==> config.mk <==
export PLATFORM = sky130hd
export DESIGN_NAME = lcd_text_buffer
export DESIGN_NICKNAME = d
export VERILOG_FILES = /design/src/rtl/lcd_pkg.sv /design/src/rtl/lcd_tick_gen.sv /design/src/rtl/lcd_text_buffer.sv
export SDC_FILE = /design/constraint.sdc
export NUM_CORES = 1
export LEC_CHECK = 0
export BUFFER_PORTS_ARGS = -buffer_cell sky130_fd_sc_hd__buf_4
export CAP_MARGIN = 20
export CORE_MARGIN = 5
export CORE_UTILIZATION = 45
export DETAILED_ROUTE_END_ITERATION = 8
export GPL_ROUTABILITY_DRIVEN = 0
export PLACE_DENSITY = 0.69
export SETUP_SLACK_MARGIN = 0.05
export SYNTH_ARGS = -nofsm -noshare
export SYNTH_HDL_FRONTEND = slang
export SYNTH_HIERARCHICAL = 1
export SYNTH_SLANG_ARGS = --single-unit
==> constraint.sdc <==
create_clock -name clk -period 4.1 [get_ports clk]
set_input_delay 0.41 -clock clk [delete_from_list [all_inputs] [get_ports clk]]
set_output_delay 0.41 -clock clk [all_outputs]
set_load 0.05 [all_outputs]
==> src/rtl/lcd_pkg.sv <==
// lcd_pkg: command encodings, geometry, default fill and FSM state type shared with the LCD driver top.
package lcd_pkg;
  localparam logic [1:0] CMD_PUT = 2'b00;
  localparam logic [1:0] CMD_SET = 2'b01;
  localparam logic [1:0] CMD_CLR = 2'b10;
  localparam logic [1:0] CMD_NL  = 2'b11;
  localparam int LINE_CHARS = 16;
  localparam int NUM_CELLS  = 32;
  localparam logic [7:0] FILL_DEFAULT = 8'h20;
  typedef logic [0:0] state_t;
  localparam state_t ST_IDLE  = 1'b0;
  localparam state_t ST_CLEAR = 1'b1;
endpackage

==> src/rtl/lcd_tick_gen.sv <==
// lcd_tick_gen: one-cycle tick every SCROLL_DIV clocks; only built when LCD_SCROLL_EN is defined.
`ifdef LCD_SCROLL_EN
module lcd_tick_gen #(
  parameter int SCROLL_DIV = 12_500_000
) (
  input  logic clk,
  input  logic rst_n,
  output logic tick
);
  logic [31:0] cnt;
  always_ff @(posedge clk or negedge rst_n)
    if (!rst_n) begin
      cnt  <= '0;
      tick <= 1'b0;
    end else begin
      cnt  <= (cnt == 32'(SCROLL_DIV - 1)) ? '0 : cnt + 32'd1;
      tick <= (cnt == 32'(SCROLL_DIV - 1));
    end
endmodule
`endif

==> src/rtl/lcd_text_buffer.sv <==
// lcd_text_buffer: 2x16 character buffer with put/set-cursor/clear/newline commands.
// Optional LCD_SCROLL_EN rotates line1 left by a periodically advancing offset.
module lcd_text_buffer
  import lcd_pkg::*;
#(
  parameter logic [7:0] FILL_CHAR  = FILL_DEFAULT,
  parameter int         SCROLL_DIV = 12_500_000
) (
  input  logic         clk,
  input  logic         rst_n,
  input  logic         wr_valid,
  output logic         wr_ready,
  input  logic [1:0]   wr_cmd,
  input  logic [7:0]   wr_data,
  output logic [127:0] line1,
  output logic [127:0] line2,
  output logic         update,
  output logic [4:0]   cursor
);
  logic [0:NUM_CELLS-1][7:0] cells;
  state_t     state;
  logic [4:0] clr_idx;
  logic       accept;
  logic       tick;
  assign wr_ready = (state == ST_IDLE);
  assign accept   = wr_valid && wr_ready;
  assign line2    = cells[LINE_CHARS:NUM_CELLS-1];
`ifdef LCD_SCROLL_EN
  logic [3:0]   offset;
  logic [255:0] dbl;
  lcd_tick_gen #(.SCROLL_DIV(SCROLL_DIV)) u_tick (.clk(clk), .rst_n(rst_n), .tick(tick));
  always_ff @(posedge clk or negedge rst_n)
    if (!rst_n) offset <= '0;
    else offset <= (accept && wr_cmd == CMD_CLR) ? 4'd0 : tick ? offset + 4'd1 : offset;
  // Column c shows cell (c + offset) mod 16.
  assign dbl   = {cells[0:LINE_CHARS-1], cells[0:LINE_CHARS-1]} << {offset, 3'b000};
  assign line1 = dbl[255:128];
`else
  assign tick  = 1'b0;
  assign line1 = cells[0:LINE_CHARS-1];
`endif
  always_ff @(posedge clk or negedge rst_n)
    if (!rst_n) begin
      cells   <= {NUM_CELLS{FILL_CHAR}};
      state   <= ST_IDLE;
      clr_idx <= '0;
      cursor  <= '0;
      update  <= 1'b0;
    end else if (state == ST_CLEAR) begin
      cells[clr_idx] <= FILL_CHAR;
      clr_idx        <= clr_idx + 5'd1;
      update         <= tick || (clr_idx == 5'd31);
      if (clr_idx == 5'd31) begin
        state  <= ST_IDLE;
        cursor <= '0;
      end
    end else begin
      update <= tick || (accept && wr_cmd == CMD_PUT);
      if (accept)
        case (wr_cmd)
          CMD_PUT: begin
            cells[cursor] <= wr_data;
            cursor        <= cursor + 5'd1;
          end
          CMD_SET: cursor <= wr_data[4:0];
          CMD_CLR: begin
            state   <= ST_CLEAR;
            clr_idx <= '0;
          end
          default: cursor <= cursor[4] ? 5'd0 : 5'd16;
        endcase
    end
endmodule

==> results of run 1 <==
## sequential cells by signal, indices dropped and copies added (netlist names)
signal and flops:
line1 128, line2 128, clr_idx 5, cursor 5, state 1, update 1
## through the flow
step / cell area [µm²] / total power, W / hold slack, ps
floorplan: 10880 / 0.005919 / 114.4
global placement: 13160 / 0.007112 / 446.6
detailed placement: 13170 / 0.007139 / 452.0
CTS: 14100 / 0.009703 / 214.1
global route: 14130 / 0.01003 / 260.5
finish: 14130 / 0.009646 / 236.2
## worst max-delay path, delay by kind of cell, from the launching register on
kind	cells	cell delay, ps
AO/OA/AOI/OAI	2	540
flip-flops	1	1050
AND/OR/NAND/NOR	2	1160
## layout by cell type, fill, tap and decap left out, drive strengths merged, types with 2 or more instances in the layout
| master | netlist | layout |
|---|---|---|
| nand2 | 14 | 14 |
| nor3b | 5 | 5 |
| buf | 19 | 283 |
| a21oi | 58 | 58 |
| o21ai | 7 | 7 |
| a31oi | 9 | 9 |
| dfrtp | 236 | 236 |
| clkbuf | 35 | 33 |
| ha | 9 | 9 |
| clkinvlp | 0 | 2 |
| inv | 38 | 38 |
| clkinv | 0 | 10 |
| nor4 | 33 | 33 |
| dfstp | 32 | 32 |
| nor2 | 3 | 3 |
| xnor2 | 2 | 2 |
| nor3 | 16 | 16 |
| and3 | 5 | 5 |
| nor2b | 20 | 20 |
| a22o | 229 | 229 |
| nand2b | 6 | 6 |
| bufinv | 0 | 4 |
## layout make-up
cell class                      instances  area (µm²)  share of cell area (%)
Multi-Input combinational cell        425        3732                   26.42
Timing Repair Buffer                  284        2178                   15.42
Sequential cell                       268        6748                   47.77
Antenna cell                            1       2.502                 0.01771
Inverter                               38       142.6                   1.010
Clock buffer                           33       728.2                   5.155
Tap cell                              324       405.4                   2.870
Clock inverter                         16       188.9                   1.337
## layer usage
layer  routed length (µm)  GRT usage [%]  vias up
li1                     -              -     3518
met5                   20              0        -
met2                16100          38.31      321
met4                  373          4.649        2
met1                14980          35.32     4146
met3                 2625          5.882       33
## worst paths after layout
check                      cells past startpoint  slack [ps]          to       start
hold / removal                                 4         240   cursor[3]   wr_cmd[1]
setup / recovery                               4        1230    line2[3]   cursor[4]
min in group asynchronous                      2         490   line1[15]       rst_n
hold reg to reg                                2         460  line1[125]  line1[125]
setup reg to reg                               4        1230    line2[3]   cursor[4]
max in group asynchronous                      3        2460  line1[120]       rst_n
## power by group
| group | internal [W] | leakage, nW | switching, W |
|---|---|---|---|
| logic | 0.000972 | 3.17 | 0.00257 |
| registers | 0.00310 | 3.59 | 0.000452 |
| clock network | 0.00151 | 0.454 | 0.00104 |
## cell families after synthesis
group           count (synthesis)
compound gates                308
buf+inv                        92
mux                             1
flops                         268
fa+ha+maj                       9
xor+xnor                        2
simple gates                  105
## repair_timing
item                                    in CTS  in global routing
endpoints found under the setup margin       0                  0
hold endpoints to repair                    84                  0
hold buffers                                 1                  0
==> flow_summary.html, run 1 <==
<table>
<tr><th>Metric</th><th>Value</th></tr>
<tr><th colspan="2">Power and ir drop</th></tr>
<tr><td>Reported leakage power</td><td>7.217 nW</td></tr>
<tr><td>Power density over the cells</td><td>682.9 nW/µm²</td></tr>
<tr><td>Peak supply drop</td><td>372.8 µV</td></tr>
<tr><th colspan="2">Clock network</th></tr>
<tr><td>Post-CTS setup buffers</td><td>0</td></tr>
<tr><td>Maximum clock path buffer count</td><td>3</td></tr>
<tr><td>Clock input transition at the sequential cells of the worst setup and hold paths</td><td>70 ps</td></tr>
<tr><td># clock sinks</td><td>268</td></tr>
<tr><td>Number of gates resized after cts</td><td>0</td></tr>
<tr><td>Htree depth</td><td>1</td></tr>
<tr><td>Root buffer cell</td><td>sky130_fd_sc_hd__clkbuf_16</td></tr>
<tr><td>TritonCTS clock tree</td><td>built</td></tr>
<tr><td>Number of buffers created by CTS</td><td>27</td></tr>
<tr><td>Clock network latency to the later pin of the worst-skew pair</td><td>530 ps</td></tr>
<tr><th colspan="2">Logic synthesis</th></tr>
<tr><td>Fraction of synthesized area in multiplexers</td><td>0.1035%</td></tr>
<tr><td>Net count after synthesis</td><td>807</td></tr>
<tr><td>Number of flops mapped to enable cells by yosys</td><td>0</td></tr>
<tr><td>Simple logic cell fraction of the synthesized area</td><td>9.576%</td></tr>
<tr><td>Largest cells by area after synthesis</td><td>sky130_fd_sc_hd__dfrtp_1 54%, sky130_fd_sc_hd__a22o_1 18%, sky130_fd_sc_hd__dfstp_2 7.7%</td></tr>
<tr><td>Async set-reset flop share out of synthesis</td><td>100.0%</td></tr>
<tr><td>Number of cells produced by synthesis</td><td>785</td></tr>
<tr><td>Post-synthesis compound-gate area fraction</td><td>23.38%</td></tr>
<tr><td>Synth warn</td><td>6</td></tr>
<tr><td>Top cell type's share of synthesized area</td><td>54.26%</td></tr>
<tr><td>Top-count cell post-synth</td><td>sky130_fd_sc_hd__dfrtp_1</td></tr>
<tr><td>Post-synthesis adder-cell area fraction</td><td>1.035%</td></tr>
<tr><td>Cell area after technology mapping</td><td>10880 µm²</td></tr>
<tr><td>Main combinational cell family by area after synthesis</td><td>compound AO/OA/AOI/OAI gates</td></tr>
<tr><td>Sequential cell area fraction in the yosys report</td><td>61.98%</td></tr>
<tr><td>Seq cells post-synth</td><td>268</td></tr>
<tr><td>Distinct cell type count of the synthesized netlist</td><td>42</td></tr>
<tr><td>Synthesized-area fraction occupied by xor and xnor cells</td><td>0.1609%</td></tr>
<tr><td>Most common flop cell mapped by yosys</td><td>sky130_fd_sc_hd__dfrtp_1</td></tr>
<tr><td>Mean Syn Cell Area</td><td>13.87 µm²</td></tr>
<tr><td>Most numerous cell types in the synthesized netlist</td><td>236 x sky130_fd_sc_hd__dfrtp_1, 229 x sky130_fd_sc_hd__a22o_1, 39 x sky130_fd_sc_hd__a21oi_1, 37 x sky130_fd_sc_hd__inv_1, 34 x sky130_fd_sc_hd__clkbuf_1</td></tr>
<tr><td>Largest area contributor in the synthesized netlist</td><td>sky130_fd_sc_hd__dfrtp_1</td></tr>
<tr><th colspan="2">STA</th></tr>
<tr><td>Count of final hold-check violations</td><td>0</td></tr>
<tr><td>Slack of the critical path</td><td>1235 ps</td></tr>
<tr><td>Ratio of final minimum period to clock period</td><td>69.89%</td></tr>
<tr><td>Slew at the pin closest to its max-slew limit</td><td>1025 ps</td></tr>
<tr><td>Clock period minus worst slack</td><td>2865 ps</td></tr>
<tr><td>Setup violations, final</td><td>0</td></tr>
<tr><td>Peak clock frequency supported by timing</td><td>349.0 MHz</td></tr>
<tr><td>Setup repair after global routing missed its margin</td><td>no</td></tr>
<tr><td>Final number of max-transition violations</td><td>0</td></tr>
<tr><td>Setup Skew</td><td>9.399 ps</td></tr>
<tr><td>Sum of negative setup slack</td><td>0 ps</td></tr>
<tr><td>Worst max-slew margin expressed relative to the limit</td><td>31.67%</td></tr>
<tr><th colspan="2">Floorplan</th></tr>
<tr><td>Starting utilization of the core area</td><td>45.29%</td></tr>
<tr><td>Vertical extent of the die</td><td>165.5 µm</td></tr>
<tr><td>Area of the die</td><td>27400 µm²</td></tr>
<tr><td>Core Rows</td><td>57</td></tr>
<tr><td>Core Footprint</td><td>24030 µm²</td></tr>
<tr><td>IO Count</td><td>276</td></tr>
<tr><td>Chip Width</td><td>165.5 µm</td></tr>
<tr><th colspan="2">Drt</th></tr>
<tr><td>Violation count after the first detailed-routing iteration</td><td>618</td></tr>
<tr><td>Vias</td><td>8020</td></tr>
<tr><td>Routed wire per std cell</td><td>24.55 µm</td></tr>
<tr><td>Number of iterations in the first detailed-routing pass</td><td>5</td></tr>
<tr><td>Number of routed nets with antenna violations</td><td>0</td></tr>
<tr><td>Drc violations</td><td>0</td></tr>
<tr><td>Post-DR vias/cell</td><td>5.774</td></tr>
<tr><td>Total wire length after detailed routing</td><td>34.10 mm</td></tr>
<tr><th colspan="2">Global route</th></tr>
<tr><td>Number of global-route vias before repair</td><td>8105</td></tr>
<tr><td>Maximum number of pins on one net before global-route repair</td><td>99</td></tr>
<tr><td>Number of antenna violations at the first check in global routing</td><td>2</td></tr>
<tr><td>Global routing usage summed across all routing layers</td><td>24.47%</td></tr>
<tr><td>Global-route wire length before repair</td><td>51.13 mm</td></tr>
<tr><td>Overflow after GRT</td><td>0</td></tr>
<tr><th colspan="2">Hold path</th></tr>
<tr><td>Type of the most critical hold path</td><td>input port to flop</td></tr>
<tr><th colspan="2">Setup path</th></tr>
<tr><td>Kind of start point of the critical path</td><td>flop</td></tr>
<tr><td>Critical path data required time</td><td>4510 ps</td></tr>
<tr><td>Critical path endpoint category</td><td>flop</td></tr>
<tr><td>Max stage delay cell, worst path</td><td>sky130_fd_sc_hd__dfrtp_2</td></tr>
<tr><td>Maximum fanout encountered on the critical timing path</td><td>21</td></tr>
<tr><td>Signal arrival time at the worst endpoint</td><td>3280 ps</td></tr>
<tr><td>Critical path start-end classification</td><td>flop to flop</td></tr>
<tr><td>Slowest cell delay on critical path</td><td>1050 ps</td></tr>
<tr><td>Critical Path, Cell by Cell</td><td>nand2_2 -&gt; nor3_2 -&gt; a31oi_1 -&gt; a22o_1</td></tr>
<tr><th colspan="2">Placed design</th></tr>
<tr><td>Worst Setup Slack post-DPL</td><td>1230 ps</td></tr>
<tr><td>Number of I/O port buffers</td><td>275</td></tr>
<tr><td>Placed insts</td><td>1337</td></tr>
<tr><td>Sum of net half-perimeters after detailed placement</td><td>21.56 mm</td></tr>
<tr><th colspan="2">Cells and area</th></tr>
<tr><td>Share of the core filled with cells</td><td>58.77%</td></tr>
<tr><td>Count of nets after finishing</td><td>1066</td></tr>
<tr><td>Final cell count without fillers</td><td>1389</td></tr>
<tr><td>Share of layout cells above drive strength 1</td><td>40.32%</td></tr>
<tr><td>Area growth, synth to finish</td><td>29.78%</td></tr>
<tr><td>Fill cell instance count of the final layout</td><td>1921</td></tr>
<tr><th colspan="2">Run status</th></tr>
<tr><td>Status</td><td>completed</td></tr>
<tr><th colspan="2">Flow run</th></tr>
<tr><td>Max-cap viol count</td><td>0</td></tr>
</table>
Note: power is estimated with default switching activity, not from simulation.
==> run 2: changes to the inputs <==
Clock period 4.1 ns to 2.9 ns, I/O delays scaled along.
==> run 2 against run 1 <==
  * Clock skew increased by 2.8 ps
  * Sequential cell count unchanged
  * Wire length decreased by 3.2%
  * Via count increased by 0.12%
  * Critical endpoint is now line2[106]
  * Power increased by 43%
  * Core utilization increased by 1.3 points
==> flow_summary.html, run 2 (synthesis results as in run 1) <==
<table>
<tr><th>Metric</th><th>Value</th></tr>
<tr><th colspan="2">Run status</th></tr>
<tr><td>Status</td><td>completed</td></tr>
<tr><th colspan="2">Setup path</th></tr>
<tr><td>Signal arrival time at the worst endpoint</td><td>2790 ps</td></tr>
<tr><td>Maximum fanout encountered on the critical timing path</td><td>17</td></tr>
<tr><td>Max stage delay cell, worst path</td><td>sky130_fd_sc_hd__or4b_4</td></tr>
<tr><td>Critical path data required time</td><td>3320 ps</td></tr>
<tr><td>Buffering stage count on the worst path with inverters included</td><td>1</td></tr>
<tr><td>Critical Path, Cell by Cell</td><td>or4b_4 -&gt; buf_4 -&gt; nor3_4 -&gt; a21oi_1 -&gt; a22o_1</td></tr>
<tr><td>Critical path start-end classification</td><td>flop to flop</td></tr>
<tr><td>Register-to-register setup slack</td><td>530 ps</td></tr>
<tr><td>Kind of start point of the critical path</td><td>flop</td></tr>
<tr><td>Critical R2R Capture</td><td>line2[106]</td></tr>
<tr><td>Dominant delay contributor by cell family on the critical path</td><td>simple AND/OR/NAND/NOR gates</td></tr>
<tr><td>Worst R2R Path Depth</td><td>5</td></tr>
<tr><td>Critical path endpoint category</td><td>flop</td></tr>
<tr><td>Slowest cell delay on critical path</td><td>620 ps</td></tr>
<tr><td>Startpoint of the worst register-to-register path</td><td>state</td></tr>
<tr><th colspan="2">Global route</th></tr>
<tr><td>Number of global-route vias before repair</td><td>8204</td></tr>
<tr><td>Maximum number of pins on one net before global-route repair</td><td>80</td></tr>
<tr><td>Number of antenna violations at the first check in global routing</td><td>0</td></tr>
<tr><td>Global-route wire length before repair</td><td>50.09 mm</td></tr>
<tr><td>Overflow after GRT</td><td>0</td></tr>
<tr><td>Global routing usage summed across all routing layers</td><td>23.77%</td></tr>
<tr><th colspan="2">Drt</th></tr>
<tr><td>Total wire length after detailed routing</td><td>33.00 mm</td></tr>
<tr><td>Number of iterations in the first detailed-routing pass</td><td>5</td></tr>
<tr><td>Number of routed nets with antenna violations</td><td>0</td></tr>
<tr><td>Post-DR vias/cell</td><td>5.647</td></tr>
<tr><td>Drc violations</td><td>0</td></tr>
<tr><td>Routed wire per std cell</td><td>23.21 µm</td></tr>
<tr><td>Violation count after the first detailed-routing iteration</td><td>428</td></tr>
<tr><td>Vias</td><td>8030</td></tr>
<tr><th colspan="2">Floorplan</th></tr>
<tr><td>Starting utilization of the core area</td><td>45.29%</td></tr>
<tr><td>Vertical extent of the die</td><td>165.5 µm</td></tr>
<tr><td>Area of the die</td><td>27400 µm²</td></tr>
<tr><td>Chip Width</td><td>165.5 µm</td></tr>
<tr><td>Core Footprint</td><td>24030 µm²</td></tr>
<tr><td>IO Count</td><td>276</td></tr>
<tr><td>Core Rows</td><td>57</td></tr>
<tr><th colspan="2">Clock network</th></tr>
<tr><td>Clock input transition at the sequential cells of the worst setup and hold paths</td><td>60 ps</td></tr>
<tr><td>Maximum clock path buffer count</td><td>3</td></tr>
<tr><td>Root buffer cell</td><td>sky130_fd_sc_hd__clkbuf_16</td></tr>
<tr><td>Post-CTS setup buffers</td><td>0</td></tr>
<tr><td>Htree depth</td><td>1</td></tr>
<tr><td>TritonCTS clock tree</td><td>built</td></tr>
<tr><td>Clock network latency to the later pin of the worst-skew pair</td><td>530 ps</td></tr>
<tr><td>Number of buffers created by CTS</td><td>28</td></tr>
<tr><td># clock sinks</td><td>268</td></tr>
<tr><th colspan="2">Hold path</th></tr>
<tr><td>Type of the most critical hold path</td><td>input port to flop</td></tr>
<tr><td>Launch instance of the worst min-delay path</td><td>wr_cmd[1]</td></tr>
<tr><td>Cells on Worst Hold Path</td><td>4</td></tr>
<tr><td>Sink of the worst hold path</td><td>cursor[3]</td></tr>
<tr><th colspan="2">Power and ir drop</th></tr>
<tr><td>Seq pwr share</td><td>35.7%</td></tr>
<tr><td>Net switching power figure</td><td>0.005677 W</td></tr>
<tr><td>Clock network power share</td><td>27.2%</td></tr>
<tr><td>Comb power frac</td><td>37.1%</td></tr>
<tr><td>Fraction of power spent switching nets</td><td>41.17%</td></tr>
<tr><td>Power density over the cells</td><td>955.3 nW/µm²</td></tr>
<tr><td>Reported leakage power</td><td>7.418 nW</td></tr>
<tr><td>Peak supply drop</td><td>446.3 µV</td></tr>
<tr><td>Internal Pwr Total</td><td>0.008113 W</td></tr>
<tr><th colspan="2">STA</th></tr>
<tr><td>Count of final hold-check violations</td><td>0</td></tr>
<tr><td>Setup violations, final</td><td>0</td></tr>
<tr><td>Setup Skew</td><td>12.23 ps</td></tr>
<tr><td>Sum of negative setup slack</td><td>0 ps</td></tr>
<tr><td>Final number of max-transition violations</td><td>0</td></tr>
<tr><td>Peak clock frequency supported by timing</td><td>421.7 MHz</td></tr>
<tr><td>Clock period minus worst slack</td><td>2371 ps</td></tr>
<tr><td>Slew at the pin closest to its max-slew limit</td><td>820.8 ps</td></tr>
<tr><td>Setup repair after global routing missed its margin</td><td>no</td></tr>
<tr><td>Worst max-slew margin expressed relative to the limit</td><td>45.17%</td></tr>
<tr><td>Ratio of final minimum period to clock period</td><td>81.77%</td></tr>
<tr><td>Slack of the critical path</td><td>528.7 ps</td></tr>
<tr><th colspan="2">Cells and area</th></tr>
<tr><td>Share of the core filled with cells</td><td>60.06%</td></tr>
<tr><td>Share of layout cells above drive strength 1</td><td>41.89%</td></tr>
<tr><td>Final cell count without fillers</td><td>1422</td></tr>
<tr><td>Leading cell type in the layout, fill and taps excluded</td><td>sky130_fd_sc_hd__buf_4</td></tr>
<tr><td>Commonest cells after routing, fill and taps aside</td><td>309 x sky130_fd_sc_hd__buf_4, 235 x sky130_fd_sc_hd__dfrtp_1, 229 x sky130_fd_sc_hd__a22o_1</td></tr>
<tr><td>Cell area after layout</td><td>14440 µm²</td></tr>
<tr><td>Count of nets after finishing</td><td>1098</td></tr>
<tr><td>Area growth, synth to finish</td><td>32.62%</td></tr>
<tr><td>Antenna diodes</td><td>0</td></tr>
<tr><th colspan="2">Flow run</th></tr>
<tr><td>Max-cap viol count</td><td>0</td></tr>
<tr><th colspan="2">Placed design</th></tr>
<tr><td>Sum of net half-perimeters after detailed placement</td><td>21.86 mm</td></tr>
<tr><td>Post-place instance area</td><td>13440 µm²</td></tr>
<tr><td>Placed insts</td><td>1369</td></tr>
<tr><td>Number of I/O port buffers</td><td>275</td></tr>
<tr><td>Worst Setup Slack post-DPL</td><td>564.4 ps</td></tr>
</table>
[run 2: changes by cell type in the layout (fill, tap and decap cells not counted), sizes merged]
cell      change
clkinv        -5
diode         -1
buf          +31
bufinv        -1
clkbuf       +10
inv           +1
clkinvlp      -2
[run 2: how the worst max path moves through the flow]
stage | startpoint | endpoint | slack [ps] | cells after the start
final | state | line2[106] | 530 | 5
after global routing | state | line2[127] | 400 | 5
after CTS | state | line2[108] | 550 | 5
after detailed placement | state | line2[106] | 560 | 5
after global placement | state | line2[110] | 600 | 5
after floorplan | cursor[0] | line2[120] | 660 | 7
[run 2: final cells by class]
type,count,area (µm²)
inverter,38,142.6
tap,324,405.4
clock inverter,9,123.9
fill,1924,9599
timing repair buffer,315,2425
multi-input combinational,425,3732
clock buffer,43,858.3
sequential,268,6748
[run 2: power groups by stage]
stage               clock (W)  sequential, W  combinational, W
floorplan                   0        0.00673           0.00164
global placement            0        0.00497           0.00511
detailed placement          0        0.00496           0.00515
CTS                   0.00382        0.00492           0.00516
global route          0.00399        0.00500           0.00536
finish                0.00375        0.00493           0.00511
[run 2: stage by stage]
| step | total power (W) | hold slack, ps |
|---|---|---|
| floorplan | 0.008368 | -5.591 |
| global placement | 0.01008 | 232.8 |
| detailed placement | 0.01011 | 237.8 |
| CTS | 0.01389 | 70.66 |
| global route | 0.01435 | 99.35 |
| finish | 0.01379 | 91.73 |
[run 2: what timing repair did]
action,4_1_cts,5_1_grt
hold buffers,1,0
resized for setup,0,0
hold endpoints to repair,52,0
[run 2: worst min-delay path, delay by kind of cell]
family / cells / cell delay, ps
simple gates: 2 / 100
buf+inv: 1 / 120
compound gates: 1 / 80
[run 2: metal layers]
layer  wire (µm)  global-route usage (%)  vias up
met1       14400                   34.45     4073
met2       15030                   36.43      327
li1            -                       -     3574
met3        2851                   6.031       56
met5           0                       0        -
met4         715                   5.399        0
